## config.mk

```make
export PLATFORM = sky130hd
export DESIGN_NAME = uart_tx_sched
export DESIGN_NICKNAME = d
export VERILOG_FILES = /design/src/rtl/uart_pkg.sv /design/src/rtl/uart_rr_arbiter.sv /design/src/rtl/uart_tx_sched.sv
export SDC_FILE = /design/constraint.sdc
export NUM_CORES = 1
export LEC_CHECK = 0
export BUFFER_PORTS_ARGS = -buffer_cell sky130_fd_sc_hd__buf_4
export CAP_MARGIN = 40
export CORE_MARGIN = 4
export CORE_UTILIZATION = 30
export CTS_BUF_LIST = sky130_fd_sc_hd__clkbuf_16
export DETAILED_ROUTE_END_ITERATION = 7
export PLACE_DENSITY = 0.56
export SLEW_MARGIN = 20
export SYNTH_ARGS = -nofsm -noshare
export SYNTH_HDL_FRONTEND = slang
export SYNTH_SLANG_ARGS = --single-unit
```

## constraint.sdc

```tcl
create_clock -name clk -period 2.1 [get_ports clk]
set_clock_uncertainty 0.1 [all_clocks]
set_input_delay 0.42 -clock clk [delete_from_list [all_inputs] [get_ports clk]]
set_output_delay 0.42 -clock clk [all_outputs]
set_load 0.02 [all_outputs]
```

## src/rtl/uart_pkg.sv

```systemverilog
// Shared UART definitions.
// Frame geometry and transmitter state encoding.
package uart_pkg;

  localparam int OVERSAMPLE_DEF = 16;
  localparam int DATA_BITS      = 8;

  typedef enum logic [1:0] {
    IDLE,
    START,
    DATA,
    STOP
  } tx_state_e;

endpackage

```

## src/rtl/uart_rr_arbiter.sv

```systemverilog
// Combinational round-robin pick.
// Lowest offset from ptr_i wins among asserted valids.
module uart_rr_arbiter #(
  parameter int N = 2
) (
  input  logic [N-1:0]         valid_i,
  input  logic [$clog2(N)-1:0] ptr_i,
  output logic [N-1:0]         gnt_o,
  output logic [$clog2(N)-1:0] idx_o,
  output logic                 any_o
);

  localparam int IW = $clog2(N);

  function automatic int wrap(input int p, input int k);
    int s;
    s = p + k;
    return (s >= N) ? s - N : s;
  endfunction

  // Scan farthest offset first so the nearest valid overwrites.
  always_comb begin
    gnt_o = '0;
    idx_o = '0;
    any_o = 1'b0;
    for (int k = N - 1; k >= 0; k--) begin
      if (valid_i[wrap(int'(ptr_i), k)]) begin
        gnt_o = '0;
        gnt_o[wrap(int'(ptr_i), k)] = 1'b1;
        idx_o = IW'(wrap(int'(ptr_i), k));
        any_o = 1'b1;
      end
    end
  end

endmodule

```

## src/rtl/uart_tx_sched.sv

```systemverilog
// Shared UART transmitter with round-robin source selection.
// Outputs are registered from state, so tx trails the FSM by one clk.
module uart_tx_sched
  import uart_pkg::*;
#(
  parameter int NUM_REQ    = 2,
  parameter int OVERSAMPLE = OVERSAMPLE_DEF
) (
  input  logic                       clk,
  input  logic                       rst,
  input  logic                       tick,
  input  logic [NUM_REQ-1:0]         req_valid,
  input  logic [8*NUM_REQ-1:0]       req_data,
  output logic [NUM_REQ-1:0]         req_ready,
  output logic [$clog2(NUM_REQ)-1:0] grant_id,
  output logic                       tx,
  output logic                       busy,
  output logic                       done
);

  localparam int IW = $clog2(NUM_REQ);
  localparam int CW = $clog2(OVERSAMPLE);

  tx_state_e              state_q;
  logic [DATA_BITS-1:0]   shift_q;
  logic [CW-1:0]          tick_cnt_q;
  logic [2:0]             bit_idx_q;
  logic [IW-1:0]          rr_ptr_q;
  logic [IW-1:0]          grant_id_q;
  logic [NUM_REQ-1:0]     ready_q;
  logic                   tx_q;
  logic                   busy_q;
  logic                   done_q;

  logic [NUM_REQ-1:0]     arb_gnt;
  logic [IW-1:0]          arb_idx;
  logic                   arb_any;
  logic [IW-1:0]          rr_ptr_d;
  logic [CW-1:0]          tick_cnt_d;
  logic                   bit_end;

  uart_rr_arbiter #(
    .N(NUM_REQ)
  ) u_arb (
    .valid_i (req_valid),
    .ptr_i   (rr_ptr_q),
    .gnt_o   (arb_gnt),
    .idx_o   (arb_idx),
    .any_o   (arb_any)
  );

  assign bit_end    = tick && (tick_cnt_q == CW'(OVERSAMPLE - 1));
  assign tick_cnt_d = bit_end ? '0 : tick_cnt_q + 1'b1;
  assign rr_ptr_d   = (arb_idx == IW'(NUM_REQ - 1)) ? '0
                                                     : arb_idx + 1'b1;

  always_ff @(posedge clk or posedge rst) begin
    if (rst) begin
      state_q    <= IDLE;
      shift_q    <= '0;
      tick_cnt_q <= '0;
      bit_idx_q  <= '0;
      rr_ptr_q   <= '0;
      grant_id_q <= '0;
      ready_q    <= '0;
      tx_q       <= 1'b1;
      busy_q     <= 1'b0;
      done_q     <= 1'b0;
    end else begin
      ready_q <= '0;
      done_q  <= 1'b0;
      busy_q  <= (state_q != IDLE);
      unique case (state_q)
        IDLE:  tx_q <= 1'b1;
        START: tx_q <= 1'b0;
        DATA:  tx_q <= shift_q[0];
        STOP:  tx_q <= 1'b1;
      endcase
      unique case (state_q)
        IDLE: begin
          if (arb_any) begin
            ready_q    <= arb_gnt;
            shift_q    <= req_data[8*arb_idx +: 8];
            grant_id_q <= arb_idx;
            rr_ptr_q   <= rr_ptr_d;
            tick_cnt_q <= '0;
            bit_idx_q  <= '0;
            state_q    <= START;
          end
        end
        START: begin
          if (tick) tick_cnt_q <= tick_cnt_d;
          if (bit_end) state_q <= DATA;
        end
        DATA: begin
          if (tick) tick_cnt_q <= tick_cnt_d;
          if (bit_end) begin
            shift_q   <= shift_q >> 1;
            bit_idx_q <= bit_idx_q + 1'b1;
            if (bit_idx_q == 3'(DATA_BITS - 1)) state_q <= STOP;
          end
        end
        STOP: begin
          if (tick) tick_cnt_q <= tick_cnt_d;
          if (bit_end) begin
            done_q  <= 1'b1;
            state_q <= IDLE;
          end
        end
      endcase
    end
  end

  assign req_ready = ready_q;
  assign grant_id  = grant_id_q;
  assign tx        = tx_q;
  assign busy      = busy_q;
  assign done      = done_q;

endmodule
```

; ---- After elaboration in Yosys (flattened, before gate mapping)
; Cells that the tools add are included.
[totals]
n_memories = 0
output_inout_bits = 6
latch_bits = 0
ram_bits = 0
wordCells = 86
reg_bits = 24
rom_bits = 0
[op_classes]
n_mux = 40
order_cmp = 6
addsub = 6
div_mod_pow = 0
eq_ne = 11
n_shift = 1
n_reduce_logical = 12
bitwise = 0
multipliers = 0
[op_table]
columns = op, n
row1 = "32-bit by 1-bit greater-or-equal comparator with 1-bit output, second input constant", 2
row2 = "32-bit by 3-bit less-than comparator with 1-bit output, second input constant", 2
row3 = 32-bit 2-to-1 mux, 2
row4 = "32-bit by 3-bit greater-or-equal comparator with 1-bit output, second input constant", 1
row5 = "32-bit by 3-bit subtractor with 32-bit output, second input constant", 1
row6 = 2-bit 2-to-1 mux, 9
row7 = 8-bit 2-to-1 mux, 2
row8 = 8-bit one-hot mux with 2 select lines, 1
row9 = 16-bit by 5-bit indexed part select with 8-bit output, 1
row10 = 1-bit 2-to-1 mux, 15
row11 = 4-bit 2-to-1 mux, 3
row12 = "2-bit != test, second input constant", 5
row13 = 2-bit one-hot mux with 4 select lines, 1
row14 = 4-bit one-hot mux with 2 select lines, 1
row15 = 3-bit 2-to-1 mux, 2
row16 = 3-bit one-hot mux with 2 select lines, 1
row17 = 5-bit AND reduction, 1
row18 = "4-bit by 1-bit adder with 4-bit output, second input constant", 1
row19 = "2-bit == test, second input constant", 2
row20 = "4-bit == test, second input constant", 1
row21 = 2-bit AND reduction, 2
row22 = 2-bit nonzero test, 2
row23 = "3-bit by 1-bit adder with 3-bit output, second input constant", 1
row24 = "3-bit == test, second input constant", 1
row25 = 13 further kinds, 16

; ---- Logic depth before layout (Yosys ltp)
[logic_depth]
ltp_word = 11
mapped_depth = 7

; ---- Hierarchy
; From an unflattened synthesis, not the netlist that was laid out.
[hier_totals]
cells_unflattened = 123
area_unflattened_um2 = 1310.0
[by_module_without_submodules]
columns = mod, n_inst, area_per_inst_um2, seq_area_each_um2, cells_per_inst
row1 = uart_tx_sched, 1, 1277.5, 601.8, 118
row2 = uart_rr_arbiter, 1, 32.5, 0.0, 5

; ---- Worst setup path before layout
; No wires, ideal clock.
[synth_path]
path_kind = register -> register
startpoint = register state_q[0]
endpoint = register state_q[1]
setup_ns = 0.125
t_required_ns = 1.875
t_arrival_ns = 1.658
synth_period_minus_slack_ns = 1.883
path_stages_with_launch = 7
path_slack_ns = 0.217
path_cell_list = dfrtp_1 inv_1 ha_1 or3b_1 buf_2 a32o_1 mux2_4
[synth_via]
elab_chain_cells = 3
word_cells_on_any_way = 11
cone_classes = eq/ne (8) / mux (1) / reduce/logical (2)
[synth_rtl]
columns = item, line
row1 = from (decl), uart_tx_sched.sv:24  ; tx_state_e state_q;
row2 = from (signal assigned), uart_tx_sched.sv:59  ; state_q <= IDLE;
row3 = from (signal assigned), uart_tx_sched.sv:88  ; state_q <= START;
row4 = from (signal assigned), uart_tx_sched.sv:93  ; if (bit_end) state_q <= DATA;
row5 = "2-bit == test, or another cell as far along", uart_tx_sched.sv:79  ; unique case (state_q)
row6 = 2-bit != test (no source line), --
row7 = 5-bit AND reduction (no source line), --
; Several ways; a longest one is shown, not always the timed one.
; A chain may end at the register's enable or synchronous reset.

; ---- Worst setup path in the final report
[layout_path]
startpoint = register state_q[1]
endpoint = register state_q[1]
; Same word-level chain as after synthesis.

==> results.json <==
{
  "synthesis.nets": 152,
  "cts_inserted_buffers": 3,
  "cts_tree": "done",
  "antenna_violations_before_repair": 0,
  "grtUsageMet2": 0.185,
  "critPathCaptureType": "register",
  "max-vdd-ir-drop_mv": 0.373,
  "totalWireLength_microns": 2720,
  "synth-edff-count": 0,
  "synth_commonest_cells": "dfrtp_1 (23), nand2_1 (18), inv_1 (12)",
  "post_synth.cell_area_avg_sq_um": 10.2,
  "r2r_slack_ns": 0.09,
  "maxCapViolations": 0,
  "grt_pass1_wl_microns": 4730,
  "setup-tns-final_ns": 0,
  "groute.layer.met3.usage": 0.0234,
  "flip_flop_cell_with_the_highest_count_after_synthesis": "dfrtp_1",
  "critical_path_arrival_ns": 2.05,
  "final_period_minus_worst_setup_slack_ns": 2.01,
  "power.leakage_nw": 0.791,
  "gp_routability_congestion": 0.763,
  "antenna_violating_nets_post_route": 0,
  "place.port_buffers": 26,
  "tightest_slew_ns": 0.453,
  "grt_pass1_vias": 1052,
  "globalRoute.busiestLayer": "met2",
  "count_of_final_setup_violators": 0,
  "required_ns": 2.14,
  "remaining_drc_errors": 0,
  "result_of_the_run": "finished, final reports clean",
  "power_density_over_the_cells_nw_per_um2": 1240,
  "setup_repair_after_global_routing_missed_its_margin": "false",
  "yosysWarningCount": 0,
  "layout.core_utilization": 0.400,
  "syn-instance-count": 124,
  "async_flop_share": 1.00,
  "slew_headroom": 0.697,
  "crit-reg2reg-capture": "state_q[1]$_DFFE_PP0P_",
  "gr-usage-met1": 0.154,
  "cts-root-to-sink-buffers": 2,
  "final_layout_size_suffix_gt1_frac": 0.252,
  "timing_hold_violations_final": 0,
  "cts_max_level": 1,
  "chipWidth_microns": 72.8,
  "startpoint_type": "register",
  "dpl-instance-area_sq_um": 1530,
  "clock_latency_ns": 0.26,
  "max_clock_freq_mhz": 499,
  "die_area_sq_um": 5300,
  "postSynthRegisterBits": 24,
  "synthMostInstantiatedCell": "dfrtp_1",
  "post_synth_instance_area_sq_um": 1260,
  "placeableCoreArea_sq_um": 4030,
  "via_count": 1024,
  "cts.reportedPaths.clkPinSlew_ns": 0.06,
  "critical_path.max_fanout": 6,
  "globalRouteTotalUtil": 0.115,
  "pin_count": 27,
  "multiInputGateArea_sq_um": 592,
  "drt_first_pass_iters": 4,
  "largest_net_degree_at_the_start_of_global_routing": 14,
  "post-dp-hpwl_microns": 2160,
  "synth_area_leaders": "dfrtp_1 (46%), mux2i_1 (7.2%), ha_1 (7.0%)",
  "post-route-cell-area_sq_um": 1610,
  "r2r_start": "state_q[1]$_DFFE_PP0P_",
  "ant_diodes": 0,
  "finalMaxSlewViolations": 0,
  "register_area_sq_um": 602,
  "filler_cell_count": 411,
  "layout-area-overhead-vs-synth_pct": 28.1,
  "initial_utilization": 0.312,
  "row_count": 23,
  "drt-wirelength-per-cell_microns": 13.3,
  "yosysTopAreaCellShare": 0.457,
  "drt_iter0_markers": 25,
  "nNetsFinal": 184,
  "cts_sinks": 24,
  "synth_largest_area_cell": "dfrtp_1",
  "worstSetupPathType": "reg2reg",
  "clock_tree.root_cell": "clkbuf_16",
  "synth.yosys.seq_area_share": 0.478,
  "r2r_cells": 6,
  "min-delay-path-class": "in2async",
  "viasPerCell": 5.00,
  "dieHeight_microns": 72.8,
  "global_route.overflow_total": 0,
  "synth_cell_type_count": 33,
  "period_share": 0.955
}
## through the flow
stage	hold WS, ns	instances	setup WS (ns)	power, W
4_1_cts	0.0791	205	0.162	0.00203
6_report	0.0663	205	0.0948	0.00200
5_1_grt	0.114	205	0.00350	0.00218
2_1_floorplan	0.334	124	0.217	0.00133
3_3_place_gp	0.351	201	0.255	0.00159
3_5_place_dp	0.356	201	0.174	0.00161
## per-layer routing
metal / share of wire / routed length, microns / vias up
met3: 0.043 / 117 / 5
met1: 0.45 / 1230 / 492
met2: 0.49 / 1330 / 24
li1: - / - / 503
met4: 0.017 / 46 / 0
met5: 0 / 0 / -
## report_power, final
part / internal (W) / total, W / switching [W] / leakage, nW
registers: 0.000629 / 0.000735 / 0.000105 / 0.306
logic: 0.000394 / 0.000862 / 0.000469 / 0.446
clock network: 0.000254 / 0.000403 / 0.000149 / 0.0385
## placed cells by master, fill, tap and decap left out, types with 3 or more instances in the layout
master,count
a21oi_1,6
dfrtp_1,23
buf_4,31
o21ai_0,10
nand2_1,18
clkbuf_16,3
o221ai_1,6
inv_1,12
a32o_1,3
ha_1,7
nand3_1,3
mux2i_1,9
## worst max path at each step
stage,to,start
floorplan,state_q[1]$_DFFE_PP0P_,state_q[0]$_DFFE_PP0P_
global placement,state_q[1]$_DFFE_PP0P_,state_q[0]$_DFFE_PP0P_
detailed placement,state_q[1]$_DFFE_PP0P_,tick_cnt_q[0]$_DFFE_PP0P_
CTS,state_q[1]$_DFFE_PP0P_,tick_cnt_q[0]$_DFFE_PP0P_
global route,state_q[1]$_DFFE_PP0P_,state_q[0]$_DFFE_PP0P_
finish,state_q[1]$_DFFE_PP0P_,state_q[1]$_DFFE_PP0P_
## repair_timing
| item | 4_1_cts | 5_1_grt |
|---|---|---|
| endpoints found under the setup margin | 0 | 1 |
| setup buffers | 0 | 0 |
| gates resized for setup | 0 | 1 |
| hold buffers | 0 | 0 |
## critical path, cell delays in order, from the launching register on
cell and delay (ns):
dfrtp_1 0.41, inv_1 0.10, ha_1 0.20, nor3b_1 0.42, nor2_4 0.11, a32o_1 0.25
mux2_4 0.30
## cells by family (layout without fill, tap and decap cells)
family	Yosys count	count (layout)	synth area share
and+or+nand+nor	35	35	0.135
xor gates and xnor gates	1	1	0.00696
buffers and inverters	16	47	0.0557
DFF	24	24	0.478
AOI/OAI and AO/OA	31	31	0.171
muxes	10	10	0.0835
adders and majority gates	7	7	0.0696
## area by class of cell
cell class                 instances  share of cell area
clock buffer                       3              0.0465
multi-input combinational         84               0.367
sequential                        24               0.373
inverter                          12              0.0279
clock inverter                     1             0.00233
tap                               50              0.0388
timing repair buffer              31               0.144
## flip-flops by register name, summed over array words and instances, names as in the netlist
| register | flops |
|---|---|
| tick_cnt_q | 4 |
| rr_ptr_q | 1 |
| state_q | 2 |
| shift_q | 8 |
| req_ready | 2 |
| grant_id | 1 |
| busy | 1 |
| tx | 1 |
| done | 1 |
| bit_idx_q | 3 |
No activity file was read; power rests on OpenSTA's default activity.
